--- config.mk ---
export PLATFORM = sky130hd
export DESIGN_NAME = uart_tx_queue_flat
export DESIGN_NICKNAME = d
export VERILOG_FILES = /design/src/rtl/uart_pkg.sv /design/src/rtl/uart_tx_queue_if.sv /design/src/rtl/sync_fifo.sv /design/src/rtl/uart_tx_queue.sv /design/src/flat_wrapper.sv
export SDC_FILE = /design/constraint.sdc
export NUM_CORES = 1
export LEC_CHECK = 0
export ABC_AREA = 1
export CORE_UTILIZATION = 55
export CTS_CLUSTER_DIAMETER = 40
export CTS_CLUSTER_SIZE = 24
export DETAILED_ROUTE_END_ITERATION = 16
export PLACE_DENSITY = 0.81
export SLEW_MARGIN = 20
export SYNTH_ARGS = -nofsm -noshare
export SYNTH_HDL_FRONTEND = slang
export SYNTH_SLANG_ARGS = --single-unit
--- constraint.sdc ---
create_clock -name clk -period 3.5 [get_ports clk]
set_input_delay 0.525 -clock clk [delete_from_list [all_inputs] [get_ports clk]]
set_output_delay 0.525 -clock clk [all_outputs]
set_load 0.02 [all_outputs]
--- src/rtl/uart_pkg.sv ---
// ============================================================================
//  Package     : uart_pkg
//  Description : Shared types and frame timing constants for the UART TX path.
//  Revision    : 1.0 - initial release
// ============================================================================
`default_nettype none

package uart_pkg;

    typedef enum logic [1:0] {
        IDLE = 2'd0,
        SEND = 2'd1,
        BUSY = 2'd2
    } txq_state_e;

    localparam int BAUD_DIV   = 2604;
    localparam int FRAME_BITS = 10;

endpackage

`default_nettype wire

--- src/rtl/uart_tx_queue_if.sv ---
// ============================================================================
//  Interface   : uart_tx_queue_if
//  Description : Producer write port, queue status and transmitter handshake.
//  Revision    : 1.0 - initial release
// ============================================================================
`default_nettype none

interface uart_tx_queue_if
    import uart_pkg::*;
#(
    parameter int DEPTH = 8
) ();
    localparam int CNT_W = $clog2(DEPTH + 1);

    logic             wr_en;
    logic [7:0]       wr_data;
    logic             flush;
    logic             full;
    logic             empty;
    logic [CNT_W-1:0] count;
    logic             overflow;
    logic             trmt;
    logic [7:0]       tx_data;
    logic             tx_done;

    modport master (
        output wr_en, wr_data, flush, tx_done,
        input  full, empty, count, overflow, trmt, tx_data
    );

    modport slave (
        input  wr_en, wr_data, flush, tx_done,
        output full, empty, count, overflow, trmt, tx_data
    );

endinterface

`default_nettype wire

--- src/rtl/sync_fifo.sv ---
// ============================================================================
//  Module      : sync_fifo
//  Description : Circular-buffer FIFO with occupancy count and sync flush.
//  Revision    : 1.0 - initial release
// ============================================================================
`default_nettype none

module sync_fifo #(
    parameter  int DEPTH = 8,
    parameter  int WIDTH = 8,
    localparam int CNT_W = $clog2(DEPTH + 1),
    localparam int PTR_W = $clog2(DEPTH)
) (
    input  wire logic             clk,
    input  wire logic             rst,
    input  wire logic             wr_en_i,
    input  wire logic [WIDTH-1:0] wr_data_i,
    input  wire logic             rd_en_i,
    input  wire logic             flush_i,
    output logic      [WIDTH-1:0] rd_data_o,
    output logic                  full_o,
    output logic                  empty_o,
    output logic      [CNT_W-1:0] count_o
);

    logic [WIDTH-1:0] mem_q [DEPTH];
    logic [PTR_W-1:0] wr_ptr_q, wr_ptr_d;
    logic [PTR_W-1:0] rd_ptr_q, rd_ptr_d;
    logic [CNT_W-1:0] count_q, count_d;
    logic             w_do_rd;
    logic             w_do_wr;

    assign full_o    = (count_q == CNT_W'(DEPTH));
    assign empty_o   = (count_q == '0);
    assign count_o   = count_q;
    assign rd_data_o = mem_q[rd_ptr_q];

    // A pop in the same cycle frees the slot, so a full FIFO still accepts it.
    assign w_do_rd = rd_en_i && !empty_o;
    assign w_do_wr = wr_en_i && (!full_o || w_do_rd);

    always_comb begin
        wr_ptr_d = wr_ptr_q;
        rd_ptr_d = rd_ptr_q;
        count_d  = count_q;
        if (flush_i) begin
            wr_ptr_d = '0;
            rd_ptr_d = '0;
            count_d  = '0;
        end else begin
            if (w_do_wr) wr_ptr_d = wr_ptr_q + PTR_W'(1);
            if (w_do_rd) rd_ptr_d = rd_ptr_q + PTR_W'(1);
            if (w_do_wr && !w_do_rd)      count_d = count_q + CNT_W'(1);
            else if (w_do_rd && !w_do_wr) count_d = count_q - CNT_W'(1);
        end
    end

    always_ff @(posedge clk) begin
        if (rst) begin
            wr_ptr_q <= '0;
            rd_ptr_q <= '0;
            count_q  <= '0;
        end else begin
            wr_ptr_q <= wr_ptr_d;
            rd_ptr_q <= rd_ptr_d;
            count_q  <= count_d;
        end
    end

    always_ff @(posedge clk) begin
        if (!rst && !flush_i && w_do_wr) begin
            mem_q[wr_ptr_q] <= wr_data_i;
        end
    end

endmodule

`default_nettype wire

--- src/rtl/uart_tx_queue.sv ---
// ============================================================================
//  Module      : uart_tx_queue
//  Description : Byte queue feeding a UART transmitter via trmt/tx_done.
//  Revision    : 1.0 - initial release
// ============================================================================
`default_nettype none

module uart_tx_queue
    import uart_pkg::*;
#(
    parameter int DEPTH = 8
) (
    input  wire logic        clk,
    input  wire logic        rst,
    uart_tx_queue_if.slave   bus
);

    localparam int CNT_W = $clog2(DEPTH + 1);

    txq_state_e       state_q, state_d;
    logic             trmt_q, trmt_d;
    logic [7:0]       tx_data_q, tx_data_d;
    logic             overflow_q, overflow_d;
    logic             w_pop;
    logic [7:0]       w_head;
    logic             w_full;
    logic             w_empty;
    logic [CNT_W-1:0] w_count;

    sync_fifo #(
        .DEPTH (DEPTH),
        .WIDTH (8)
    ) u_fifo (
        .clk       (clk),
        .rst       (rst),
        .wr_en_i   (bus.wr_en),
        .wr_data_i (bus.wr_data),
        .rd_en_i   (w_pop),
        .flush_i   (bus.flush),
        .rd_data_o (w_head),
        .full_o    (w_full),
        .empty_o   (w_empty),
        .count_o   (w_count)
    );

    assign bus.full     = w_full;
    assign bus.empty    = w_empty;
    assign bus.count    = w_count;
    assign bus.overflow = overflow_q;
    assign bus.trmt     = trmt_q;
    assign bus.tx_data  = tx_data_q;

    // Only a write lost to a full FIFO counts; flush discards are intentional.
    assign overflow_d = overflow_q
                      | (bus.wr_en && w_full && !w_pop && !bus.flush);

    always_comb begin
        state_d   = state_q;
        trmt_d    = 1'b0;
        tx_data_d = tx_data_q;
        w_pop     = 1'b0;
        unique case (state_q)
            IDLE: begin
                if (!w_empty) begin
                    w_pop     = 1'b1;
                    tx_data_d = w_head;
                    trmt_d    = 1'b1;
                    state_d   = SEND;
                end
            end
            SEND: begin
                state_d = BUSY;
            end
            BUSY: begin
                if (bus.tx_done) begin
                    if (!w_empty) begin
                        w_pop     = 1'b1;
                        tx_data_d = w_head;
                        trmt_d    = 1'b1;
                        state_d   = SEND;
                    end else begin
                        state_d = IDLE;
                    end
                end
            end
            default: state_d = IDLE;
        endcase
    end

    always_ff @(posedge clk) begin
        if (rst) begin
            state_q    <= IDLE;
            trmt_q     <= 1'b0;
            tx_data_q  <= 8'h00;
            overflow_q <= 1'b0;
        end else begin
            state_q    <= state_d;
            trmt_q     <= trmt_d;
            tx_data_q  <= tx_data_d;
            overflow_q <= overflow_d;
        end
    end

endmodule

`default_nettype wire

--- src/flat_wrapper.sv ---
// flat-port wrapper written by rule: the top's interface ports become plain ports
module uart_tx_queue_flat import uart_pkg::*;
#(
    parameter int DEPTH = 8
)
  (clk, rst, bus_wr_en, bus_wr_data, bus_flush, bus_tx_done, bus_full, bus_empty, bus_count, bus_overflow, bus_trmt, bus_tx_data);
  uart_tx_queue_if #(.DEPTH(DEPTH)) bus_i ();
  input  wire logic clk;
  input  wire logic rst;
  input wire logic [$bits(bus_i.wr_en)-1:0] bus_wr_en;
  input wire logic [$bits(bus_i.wr_data)-1:0] bus_wr_data;
  input wire logic [$bits(bus_i.flush)-1:0] bus_flush;
  input wire logic [$bits(bus_i.tx_done)-1:0] bus_tx_done;
  output wire logic [$bits(bus_i.full)-1:0] bus_full;
  output wire logic [$bits(bus_i.empty)-1:0] bus_empty;
  output wire logic [$bits(bus_i.count)-1:0] bus_count;
  output wire logic [$bits(bus_i.overflow)-1:0] bus_overflow;
  output wire logic [$bits(bus_i.trmt)-1:0] bus_trmt;
  output wire logic [$bits(bus_i.tx_data)-1:0] bus_tx_data;
  assign bus_i.wr_en = bus_wr_en;
  assign bus_i.wr_data = bus_wr_data;
  assign bus_i.flush = bus_flush;
  assign bus_i.tx_done = bus_tx_done;
  assign bus_full = bus_i.full;
  assign bus_empty = bus_i.empty;
  assign bus_count = bus_i.count;
  assign bus_overflow = bus_i.overflow;
  assign bus_trmt = bus_i.trmt;
  assign bus_tx_data = bus_i.tx_data;
  uart_tx_queue #(.DEPTH(DEPTH)) u_core (.clk(clk), .rst(rst), .bus(bus_i));
endmodule
After elaboration in Yosys (flattened, before gate mapping)
Memory sizes are Yosys's and may differ from the RTL's. A register that Yosys moved wholly into a read port is not among the register bits. Cells that the tools add are included.

Bits in registers: 22. Memory bits (writable): 64. Output and inout port bits: 16. Word-level logic and storage cells: 58. Memories: 1.

Memories: u_core.u_fifo.mem_q (words 8, width 8, rd ports 1, clocked after Yosys merged registers in 1, write ports 1, RTL line sync_fifo.sv:26) `logic [WIDTH-1:0] mem_q [DEPTH];`.

$add $sub $neg: 4. Equal/unequal tests: 5. Multiplexer cells: 16. Bitwise operators: 1. Reductions and logical operators: 24.

Operators by type and width (count): 8-bit two-way mux (2); 8-bit one-hot mux with 2 select lines (1); 1-bit logical AND (9); 4-bit two-way mux (2); 1-bit zero test (7); 3-bit by 1-bit adder with 3-bit output, second input constant (2); 3-bit two-way mux (2); 2-bit one-hot mux with 3 select lines (1); 1-bit two-way mux (5); 4-bit by 1-bit adder with 4-bit output, second input constant (1); 4-bit == test, second input constant (1); 4-bit zero test (1); 2-bit two-way mux (2); 2-bit inequality test, second input constant (2); 2-bit AND reduction (2); 2-bit nonzero test (2); 4-bit by 1-bit subtractor with 4-bit output, second input constant (1); 2-bit by 1-bit == test with 1-bit output, second input constant (1); 2-bit == test, second input constant (1); 2-bit zero test (1); 1-bit one-hot mux with 2 select lines (1); 2-bit OR reduction (1); 1-bit logical OR (1); 1-bit OR (1).

Logic depth before layout (Yosys ltp)
Gate-level depths: netlist of the first run.

Depth in word-level cells: 11. Depth in mapped cells: 15. Mapped depth without buffers: 15.

By module
Synthesis of the first run repeated with hierarchy kept, for this count alone.

Cells, all modules: 379. Area total of the unflattened synthesis: 3849.9 sq um.

By module, submodules not included: sync_fifo (instances 1, cells each 318, area each 3365.7 sq um); uart_tx_queue (instances 1, cells each 61, area each 484.2 sq um).

Worst setup path after synthesis of the first run
Ideal clock, no wire load.

Path type: register to register. From: register u_core.u_fifo.count_q[0] (netlist: u_core.u_fifo.count_o[0]). To: register u_core.u_fifo.count_q[3] (netlist: u_core.u_fifo.count_o[3]). Arrival: 2183 ps. Data required time: 3382 ps. Setup slack: 1199 ps. Cell stages (with the launch flop): 16. Buffers on the path: 0. Clock period less this slack: 2301 ps. Cells stage by stage: dfxtp_1 nor2_2 nand2_1 nor2_2 nand2_4 nand2_4 inv_2 ha_1 inv_1 ha_1 a21oi_1 nand2_1 o21ai_0 nand2_1 nand2_1 a21oi_1.

RTL lines: from (decl) (RTL line sync_fifo.sv:29) `logic [CNT_W-1:0] count_q, count_d;`; from (signal assigned) (RTL line sync_fifo.sv:66) `count_q <= count_d;`; 4-bit == test * (RTL line sync_fifo.sv:33) `assign full_o = (count_q == CNT_W'(DEPTH));`; net bus_full (RTL line flat_wrapper.sv:14) `output wire logic [$bits(bus_i.full)-1:0] bus_full;`; 1-bit zero test * (RTL line sync_fifo.sv:40) `assign w_do_wr = wr_en_i && (!full_o || w_do_rd);`; 1-bit logical OR * (RTL line sync_fifo.sv:40); 1-bit logical AND * (RTL line sync_fifo.sv:40); net u_core.u_fifo.w_do_wr (RTL line sync_fifo.sv:31) `logic w_do_wr;`; 1-bit zero test (RTL line sync_fifo.sv:54) `else if (w_do_rd && !w_do_wr) count_d = count_q - CNT_W'(1);`; 1-bit logical AND (RTL line sync_fifo.sv:54); 2-bit nonzero test (no source line).

Mark *: on every way through the listed nets, which the timed path passes. The rest lies on a longest branch. The select of a mux whose other input is x is not followed. A chain may end at the register's enable or synchronous reset.

Final worst setup path of the first run
From: input bus_tx_done. To: register u_core.u_fifo.count_q[3] (netlist: u_core.u_fifo.count_o[3]).

Cells in the longest elaborated chain, start to end: 8.

RTL lines: from (decl) (RTL line flat_wrapper.sv:13) `input wire logic [$bits(bus_i.tx_done)-1:0] bus_tx_done;`; 1-bit two-way mux * (RTL line uart_tx_queue.sv:75) `if (bus.tx_done) begin`; 1-bit one-hot mux with 2 select lines * (RTL line uart_tx_queue.sv:62) `unique case (state_q)`; 1-bit logical AND * (RTL line sync_fifo.sv:39) `assign w_do_rd = rd_en_i && !empty_o;`; 1-bit logical OR * (RTL line sync_fifo.sv:40); 1-bit logical AND * (RTL line sync_fifo.sv:40); net u_core.u_fifo.w_do_wr (RTL line sync_fifo.sv:31); 1-bit zero test (RTL line sync_fifo.sv:54); 1-bit logical AND (RTL line sync_fifo.sv:54); 2-bit nonzero test (no source line).

Mark *: on every way through the listed nets, which the timed path passes. The rest lies on a longest branch.

==> metrics.md, run 1 <==
| Metric | Value |
|---|---|
| Setup Skew | 0.0139 ns |
| CTS tree | done |
| Syn. warnings | 0 |
| First-pass GRT wire length | approximately 12 mm |
| Tightest Pin Transition | between 0.7 and 0.8 ns |
| Via density | approximately 5.2 |
| Syn Std Cell Area | 0.00385 mm2 |
| Status | finished, final reports clean |
| CTS H-tree lvls | 3 |
| Hpwl dp | approximately 5.0 mm |
| GRT Util Overall | ~22% |
| Clk slew on worst S/H paths | ~0.080 ns |
| Pwr Total | 0.00330 W |
| Syn-to-layout area delta | 14.3% |
| Fin crit share | between 70% and 80% |
| Clk root buf | clkbuf_8 |
| Routed vias | 2686 |
| Core ar. | 0.00679 mm2 |
| Mean Syn Cell Area | 9.95 um2 |
| Post-layout nets | between 400 and 500 |
| Mean routed wirelength per cell | 14.7 um |
| N_diodes | 0 |
| Initial Util | 56.7% |
| Max Cap Viol | 0 |
| Max-Slew Margin vs Limit | 52.4% |
| TritonCTS Buffers | 9 |
| Num ports | 29 |
| Synth Register Bits | 89 |
| Syn Inst Count | a little under 400 |
| Die width | 85.7 um |
| Final WL | around 7.6 mm |
| Dominant cell type by area after synthesis | edfxtp_1 |
| DRC | 0 |
| Crit-path max FO | 17 |
| Pwr per Cell Area | around 750 mW/mm2 |
| Multi-input logic area | roughly 0.0011 mm2 |
| Pleak | roughly 1.8 nW |
| Vias in the first global route | approximately 2600 |
| Fill count | around 510 |
| Post-CTS Resized | 0 |
| Register area | 0.00242 mm2 |
| # hold bufs at CTS | 0 |
| Setup TNS | 0 ns |
| Iteration count of the initial detailed-routing pass | 5 |
| RSZ-0062 raised after global routing | false |
| Share of cells above drive strength 1 | 15.9% |
| Tmin final | about 2.5 ns |
| Final worst slack | approximately 0.95 ns |
| Num Clock Sinks | 89 |
| DIE AREA | approximately 0.0073 mm2 |
| Util after Layout | approximately 65% |
| FP Rows | 30 |
| CP Capture Type | flip-flop |
| DR iter-0 viols | approximately 270 |
| Final hold violation count | 0 |
| WP data arrival | ~2.8 ns |
| Post-CTS setup buffers | 0 |
| Worst-Skew Late Latency | 0.37 ns |
| VDD IR-drop max | between 0.5 and 0.6 mV |
| Startpoint Class | input port |
| Initial antenna violation count | 0 |
| I/O Buffers | 28 |
| Longest Clk Path Bufs | 2 |
| GR Overflow Total | 0 |
| Placement Setup Slack | a little under 0.6 ns |
| Top cell type's share of synthesized area | 49.9% |
| Final RePlAce weighted congestion | roughly 0.8 |
| Detail Route Antenna Nets | 0 |
| FMAX | about 0.39 GHz |
| Max Slew Vio Count | 0 |
| Hold Path Class | reg -> reg |
| Synth top area cells | edfxtp_1, dfxtp_1, nand2_1 |
| Crit path required time | approximately 3.8 ns |
| Largest net degree at the start of global routing | 33 |
| Crit Path Class | in -> reg |
| Count of final setup violators | 0 |
| Register area share after synthesis | ~63% |
| Synth unique cells | 29 |
| Synth Net Count | slightly above 400 |
| Die Span Y | around 86 um |
[registers in the layout (all words and copies together) (netlist names), named ones only]
register,count
u_core.u_fifo.mem_q,64
u_core.bus.tx_data,8
u_core.u_fifo.count_o,4
u_core.u_fifo.rd_ptr_q,3
u_core.u_fifo.wr_ptr_q,3
u_core.state_q,2
u_core.bus.overflow,1
u_core.bus.trmt,1
[critical path, stage by stage]
cell and delay [ns]:
clkdlybuf4s50_1 0.45, inv_1 0.05, a21oi_4 0.15, nand2_4 0.16
nand2_4 0.12, nand2_4 0.06, inv_2 0.10, ha_1 0.18
inv_1 0.09, ha_1 0.33, a21oi_1 0.21, nand2_1 0.09
o21ai_0 0.08, nand2_1 0.08, nand2_1 0.06, a21oi_1 0.05
[cell usage after synthesis]
cell,count
nand2_1,101
edfxtp_1,64
nand3_1,53
inv_1,36
inv_2,28
dfxtp_1,25
a21oi_1,15
nor2_1,15
nor2_2,8
buf_2,7
ha_1,5
nand2_4,4
buf_6,3
xor2_1,3
a21oi_2,2
buf_4,2
nand3_2,2
o21ai_0,2
o21ai_1,2
a211oi_1,1
a21oi_4,1
buf_1,1
clkbuf_2,1
fa_1,1
inv_4,1
nand2_2,1
nand3b_1,1
o21bai_1,1
o22ai_1,1
[layout make-up]
type / instances / area share [%]
inverter: 65 / 5.60
multi-input combinational: 219 / 24.7
clock inverter: 2 / 0.341
tap: 96 / 2.73
timing repair buffer: 32 / 7.05
clock buffer: 14 / 4.49
sequential: 89 / 55.0
[worst paths after layout]
| path | from | endpoint | slack (ns) | depth (start not counted) |
|---|---|---|---|---|
| setup / recovery | bus_tx_done | u_core.u_fifo.count_o[3] | 0.95 | 16 |
| hold reg to reg | u_core.bus.overflow | u_core.bus.overflow | 0.47 | 2 |
| setup reg to reg | u_core.u_fifo.count_o[0] | u_core.u_fifo.count_o[3] | 1.10 | 15 |
| hold / removal | u_core.bus.overflow | u_core.bus.overflow | 0.47 | 2 |
[per-layer routing]
| metal | vias to the layer above | global-route usage [%] | routed length [um] |
|---|---|---|---|
| li1 | 1307 | - | - |
| met1 | 1233 | 27.6 | 3100 |
| met2 | 120 | 35.6 | 3680 |
| met3 | 26 | 5.39 | 558 |
| met4 | 0 | 14.1 | 268 |
| met5 | - | 0 | 0 |
[cell families after synthesis]
logic type,share of synthesized area (%)
simple gates,21.5
flops,62.9
buf+inv,8.81
compound gates,3.90
fa+ha+maj,2.14
xor+xnor,0.683
[cells in the final DEF (no fill, tap or decap), drive strengths merged]
cell type | synthesis | layout
nor2 | 23 | 23
ha | 5 | 5
inv | 65 | 66
a21oi | 18 | 18
clkinv | 0 | 1
buf | 13 | 4
o22ai | 1 | 1
nand3b | 1 | 1
xor2 | 3 | 3
o21ai | 4 | 4
dfxtp | 25 | 25
nand2 | 106 | 106
nand3 | 55 | 55
clkdlybuf4s50 | 0 | 28
edfxtp | 64 | 64
fa | 1 | 1
clkbuf | 1 | 14
a211oi | 1 | 1
o21bai | 1 | 1
[report_power, final]
part | total [W] | leakage [nW] | switching, W | internal [W]
registers | 0.00137 | 0.781 | 0.000135 | 0.00123
clock network | 0.000728 | 0.113 | 0.000356 | 0.000372
logic | 0.00120 | 0.906 | 0.000751 | 0.000449
[stage by stage]
step | hold WS [ns] | cell area [um2] | instances
6_report | 0.470 | 4400 | 517
5_1_grt | 0.495 | 4400 | 517
4_1_cts | 0.474 | 4400 | 517
3_5_place_dp | 0.462 | 4190 | 501
3_3_place_gp | 0.462 | 4190 | 501
2_1_floorplan | 0.448 | 3850 | 387
(Power assumes the default switching activity.)
==> run 2: changes to the inputs <==
--- a/config.mk
+++ b/config.mk
@@ -6,11 +6,11 @@
 export NUM_CORES = 1
 export LEC_CHECK = 0
 export ABC_AREA = 1
-export CORE_UTILIZATION = 55
+export CORE_UTILIZATION = 52
 export CTS_CLUSTER_DIAMETER = 40
 export CTS_CLUSTER_SIZE = 24
 export DETAILED_ROUTE_END_ITERATION = 16
-export PLACE_DENSITY = 0.81
+export PLACE_DENSITY = 0.8
 export SLEW_MARGIN = 20
 export SYNTH_ARGS = -nofsm -noshare
 export SYNTH_HDL_FRONTEND = slang
==> constraint.sdc (replaced) <==
create_clock -name clk -period 2.1 [get_ports clk]
set_input_delay 0.315 -clock clk [delete_from_list [all_inputs] [get_ports clk]]
set_output_delay 0.315 -clock clk [all_outputs]
set_load 0.02 [all_outputs]
==> run 2 against run 1 <==
Compared with the run above:
- first-iteration DRC count decreased by 41%
- clock power rose by 46%
- critical path depth decreased by 12
- critical path type is now reg -> out
==> metrics.md, run 2 (synthesis gave the netlist of run 1 again) <==
| Metric | Value |
|---|---|
| Max Slew Vio Count | 0 |
| Num ports | 29 |
| Mean routed wirelength per cell | 14.2 um |
| CP peak stage delay | between 0.6 and 0.7 ns |
| I/O Buffers | 28 |
| CTS H-tree lvls | 3 |
| Post-layout nets | between 400 and 500 |
| Crit path required time | around 1.8 ns |
| DR iter-0 viols | 158 |
| Pwr per Cell Area | 1210 mW/mm2 |
| DRC | 0 |
| Largest reg by FF count | u_core.u_fifo.mem_q |
| Final WL | ~7.7 mm |
| Final hold violation count | 0 |
| Post-CTS Resized | 0 |
| RSZ-0062 raised after global routing | false |
| Num Clock Sinks | 89 |
| Routed vias | between 2000 and 3000 |
| First-pass GRT wire length | approximately 12 mm |
| Int Pwr | 0.00343 W |
| Most frequent cells in the layout | nand2_1, edfxtp_1, nand3_1 |
| Hpwl dp | 5.07 mm |
| Vias in the first global route | between 2000 and 3000 |
| Post-CTS setup buffers | 0 |
| FMAX | roughly 0.51 GHz |
| Final RePlAce weighted congestion | approximately 0.76 |
| Hold Crit Start | u_core.bus.tx_data[0] |
| Via density | ~5 |
| WP data arrival | around 1.7 ns |
| Worst-Skew Late Latency | approximately 0.35 ns |
| Count of final setup violators | 0 |
| N_diodes | 0 |
| Commonest non-fill, non-tap cell in the layout | nand2_1 |
| DIE AREA | 0.00775 mm2 |
| Crit-path max FO | 5 |
| Initial Util | a little over half |
| Clk slew on worst S/H paths | 0.08 ns |
| P_sw | around 0.0021 W |
| Fraction of power spent switching nets | a little under two fifths |
| Register share of total power | approximately two fifths |
| Worst hold endpoint | u_core.bus.tx_data[0] |
| Die Span Y | ~88 um |
| Most frequent CP cell | nor2_4 |
| Hold Path Depth | 2 |
| Iteration count of the initial detailed-routing pass | 6 |
| Max Cap Viol | 0 |
| Combinational Power Share | roughly two fifths |
| Die width | 88.0 um |
| Cell Chain, Critical Path | nor2_4 -> nand2_1 -> nor2_4 -> clkdlybuf4s50_1 |
| Worst path top cell family by delay | buffers and inverters |
| Area post-placement | 0.00437 mm2 |
| Hold Path Class | reg -> reg |
| FP Rows | 31 |
| GR Overflow Total | 0 |
| GRT Util Overall | between 20% and 30% |
| Syn-to-layout area delta | 18.4% |
| R2r worst-path depth | 15 |
| R2R Path Start | u_core.u_fifo.count_o[0] |
| Power share of the clock group | just under 20% |
| Setup Skew | approximately 0.012 ns |
| VDD IR-drop max | approximately 0.53 mV |
| Startpoint Class | flip-flop |
| Largest register FFs | 64 |
| Largest net degree at the start of global routing | 33 |
| Pleak | about 1.9 nW |
| CTS tree | done |
| Longest Clk Path Bufs | 2 |
| Share of cells above drive strength 1 | roughly 20% |
| # hold bufs at CTS | 0 |
| Clk root buf | clkbuf_8 |
| Layout Cells excl Fill | ~540 |
| Fin area | 0.00456 mm2 |
| Crit Path Class | reg -> out |
| Slowest-stage cell, CP | clkdlybuf4s50_1 |
| Status | finished, final reports clean |
| Tightest Pin Transition | around 0.42 ns |
| Util after Layout | between 60% and 70% |
| Initial antenna violation count | 0 |
| TritonCTS Buffers | 9 |
| Detail Route Antenna Nets | 0 |
| R2R Setup Slk | 0.14 ns |
| Fin crit share | a little over nine tenths |
| Core ar. | approximately 0.0072 mm2 |
| Max-Slew Margin vs Limit | between 70% and 80% |
| CP Capture Type | output pin |
| Crit path buffers/inverters | 1 |
| Tmin final | roughly 2.0 ns |
| # placed instances | between 500 and 600 |
| Reg2reg end | u_core.u_fifo.count_o[3] |
## run 2: changes by cell type in the layout (fill, tap and decap cells not counted), moves of 2 or more
cell      before  now
nor2_2         8    6
clkbuf_1       0    3
clkinv_2       0    2
buf_4          4   25
dfxtp_1       25   23
clkbuf_2       2    0
nor2_4         0    2
## run 2: tightest hold or removal path, cell delays in order (launching register included)
cell	delay [ns]
dfxtp_1	0.31
nand2_1	0.06
a21oi_1	0.05
## run 2: worst max-delay path by stage
| stage | startpoint | to | slack [ns] | cells past startpoint |
|---|---|---|---|---|
| floorplan | u_core.u_fifo.count_o[2] | u_core.u_fifo.count_o[3] | 0.03 | 15 |
| global placement | bus_tx_done | u_core.u_fifo.count_o[3] | -0.14 | 16 |
| detailed placement | bus_tx_done | u_core.u_fifo.count_o[2] | -0.20 | 13 |
| CTS | u_core.u_fifo.count_o[0] | bus_full | 0.04 | 4 |
| global route | u_core.u_fifo.count_o[0] | u_core.u_fifo.count_o[3] | 0.008 | 15 |
| finish | u_core.u_fifo.count_o[0] | bus_full | 0.13 | 4 |
## run 2: metrics by stage
stage / hold WS [ns] / total power [W] / TNS, ns / setup WS [ns]
after floorplan: 0.393 / 0.00380 / 0 / 0.0283
after global placement: 0.456 / 0.00436 / -0.340 / -0.145
after detailed placement: 0.457 / 0.00444 / -0.532 / -0.200
after CTS: 0.469 / 0.00549 / 0 / 0.0432
after global routing: 0.490 / 0.00582 / 0 / 0.00776
final: 0.467 / 0.00549 / 0 / 0.127
## run 2: routing by layer
layer | vias to the layer above | GRT usage (%) | part of all wire, %
met1 | 1230 | 27.7 | 42
met2 | 86 | 34.8 | 50
met4 | 0 | 13.8 | 2.3
met3 | 18 | 3.02 | 6.3
li1 | 1347 | - | -
met5 | - | 0 | 0
## run 2: power by group through the flow
stage	combinational (W)	clock (W)	sequential, W
after floorplan	0.00144	0	0.00236
after global placement	0.00212	0	0.00224
after detailed placement	0.00219	0	0.00225
after CTS	0.00220	0.00108	0.00221
after global routing	0.00243	0.00114	0.00225
final	0.00221	0.00106	0.00222
## run 2: final cells by class
type | instances | area (um2)
fill | 591 | 2660
sequential | 89 | 2430
multi-input combinational | 219 | 1110
timing repair buffer | 53 | 468
inverter | 65 | 246
clock buffer | 13 | 160
tap | 99 | 124
clock inverter | 3 | 16.3
==> run 3: changes to the inputs <==
--- a/config.mk
+++ b/config.mk
@@ -6,6 +6,8 @@
 export NUM_CORES = 1
 export LEC_CHECK = 0
 export ABC_AREA = 1
+export CORE_ASPECT_RATIO = 1.75
+export CORE_MARGIN = 1
 export CORE_UTILIZATION = 52
 export CTS_CLUSTER_DIAMETER = 40
 export CTS_CLUSTER_SIZE = 24
==> run 3 against run 2 <==
Compared with the run above:
- register-to-register slack is essentially flat
- non-clock buffer count is the same
- clock power grew 34%
- critical path type is now in -> reg
==> metrics.md, run 3 (synthesis gave the netlist of run 1 again) <==
| Metric | Value |
|---|---|
| Slowest-stage cell, CP | clkdlybuf4s50_1 |
| Crit Path Class | in -> reg |
| Util after Layout | approximately 65% |
| Worst-Skew Late Latency | around 0.34 ns |
| Num Clock Sinks | slightly below 90 |
| CTS tree | done |
| I/O Buffers | 28 |
| Pleak | 1.94 nW |
| First-pass GRT wire length | roughly 13 mm |
| N_diodes | 0 |
| Routed vias | around 2800 |
| # placed instances | 510 |
| Fill count | around 560 |
| Iteration count of the initial detailed-routing pass | 4 |
| WP data arrival | ~2.2 ns |
| Int Pwr | between 0.003 and 0.004 W |
| Core ar. | 0.00718 mm2 |
| Final WL | approximately 8.4 mm |
| Fin crit share | around 96% |
| TritonCTS Buffers | 9 |
| Pwr per Cell Area | ~1300 mW/mm2 |
| Largest register FFs | 64 |
| DR iter-0 viols | between 100 and 150 |
| Initial antenna violation count | 0 |
| R2R Setup Slk | between 0.1 and 0.15 ns |
| Initial Util | between 50% and 60% |
| Register share of total power | a little over a third |
| Die width | between 60 and 70 um |
| Power share of the clock group | about 23% |
| Commonest non-fill, non-tap cell in the layout | nand2_1 |
| Startpoint Class | input port |
| DRC | 0 |
| Worst path top cell family by delay | buffers and inverters |
| Tightest Pin Transition | between 0.3 and 0.4 ns |
| Largest net degree at the start of global routing | 33 |
| Largest reg by FF count | u_core.u_fifo.mem_q |
| Placement Setup Slack | -0.260 ns |
| Share of cells above drive strength 1 | between 20% and 30% |
| Final RePlAce weighted congestion | between 0.8 and 0.9 |
| Cell Chain, Critical Path | clkdlybuf4s50_1 -> inv_1 -> a21oi_4 -> nand2_4 -> nand2_4 -> nand2_4 -> inv_4 -> ha_4 -> inv_2 -> ha_4 -> a21oi_4 -> nand2_1 -> o21ai_1 -> nand2_1 -> nand2_1 -> a21oi_1 |
| Count of final setup violators | 0 |
| Clk root buf | clkbuf_16 |
| CP Capture Type | flip-flop |
| Final worst slack | 0.0871 ns |
| CTS H-tree lvls | 3 |
| Detail Route Antenna Nets | 0 |
| Syn-to-layout area delta | 21.9% |
| FP Rows | between 40 and 50 |
| Vias in the first global route | about 2800 |
| Crit-path max FO | 4 |
| Max Cap Viol | 0 |
| Hold Path Class | reg -> reg |
| Fraction of power spent switching nets | 36.4% |
| Crit path required time | ~2.3 ns |
| Mean routed wirelength per cell | about 16 um |
| P_sw | about 0.0022 W |
| Status | finished, final reports clean |
| Max Slew Vio Count | 0 |
| Most frequent cells in the layout | nand2_1, edfxtp_1, nand3_1 |
| Post-layout nets | about 460 |
| VDD IR-drop max | around 1.3 mV |
| Hpwl dp | roughly 5.8 mm |
| # hold bufs at CTS | 0 |
| Longest Clk Path Bufs | 2 |
| Max-Slew Margin vs Limit | between 70 and 80% |
| Final hold violation count | 0 |
| GR Overflow Total | 0 |
| FMAX | around 0.50 GHz |
| Crit path buffers/inverters | 4 |
| Clk slew on worst S/H paths | about 0.06 ns |
| Combinational Power Share | between 40% and 50% |
| Num ports | 29 |
| Layout Cells excl Fill | ~530 |
| Die Span Y | 116 um |
| CP peak stage delay | 0.45 ns |
| Via density | 5.23 |
| Tmin final | 2.01 ns |
| GRT Util Overall | between 20% and 30% |
| DIE AREA | between 0.007 and 0.008 mm2 |
| Setup Skew | about 0.0075 ns |
[run 3: cell counts in the layout (fill, tap and decap cells not counted)]
No cell type changed its count.
[run 3: worst paths after layout]
| kind | end | from | cells after the start |
|---|---|---|---|
| min reg2reg | u_core.bus.tx_data[5] | u_core.bus.tx_data[5] | 2 |
| min | u_core.bus.tx_data[5] | u_core.bus.tx_data[5] | 2 |
| max reg2reg | u_core.u_fifo.count_o[3] | u_core.u_fifo.count_o[1] | 15 |
| max | u_core.u_fifo.count_o[3] | bus_tx_done | 16 |
[run 3: area by class of cell]
| cell class | count | area [um2] | share of cell area (%) |
|---|---|---|---|
| Sequential cell | 89 | 2420 | 51.7 |
| Multi-Input combinational cell | 219 | 1140 | 24.3 |
| Timing Repair Buffer | 53 | 505 | 10.8 |
| Clock buffer | 13 | 250 | 5.33 |
| Inverter | 65 | 249 | 5.31 |
| Tap cell | 86 | 108 | 2.29 |
| Clock inverter | 3 | 16.3 | 0.347 |
[run 3: stage by stage]
stage / TNS, ns / cell area, um2 / total power (W) / hold WS, ns
final: 0 / 4690 / 0.00613 / 0.467
after global routing: -0.00584 / 4690 / 0.00647 / 0.493
after CTS: 0 / 4650 / 0.00597 / 0.467
after detailed placement: -0.668 / 4380 / 0.00454 / 0.458
after global placement: -0.350 / 4380 / 0.00445 / 0.454
after floorplan: 0 / 3870 / 0.00380 / 0.393
[run 3: power by group through the flow]
stage          Combinational [W]  Clock, W  Sequential [W]
3_3_place_gp             0.00222         0         0.00223
5_1_grt                  0.00274   0.00151         0.00223
3_5_place_dp             0.00230         0         0.00223
6_report                 0.00250   0.00142         0.00221
2_1_floorplan            0.00144         0         0.00236
4_1_cts                  0.00233   0.00144         0.00220
[run 3: worst register-to-register path, delay by kind of cell (launching register included)]
kind | cells | cell delay, ns
buf+inv | 2 | 0.14
compound gates | 3 | 0.29
fa+ha+maj | 2 | 0.38
flops | 1 | 0.36
simple gates | 8 | 0.69
[run 3: repair_timing]
| action | 4_1_cts | 5_1_grt |
|---|---|---|
| gates resized for setup | 0 | 8 |
| endpoints found under the setup margin | 0 | 1 |
| setup buffers | 0 | 2 |
[run 3: routing by layer]
metal	vias to the layer above	global-route usage, %	wire (um)
li1	1350	-	-
met1	1290	25.4	2800
met2	97	44.2	4790
met3	24	5.02	409
met4	0	15.0	372
met5	-	0	0
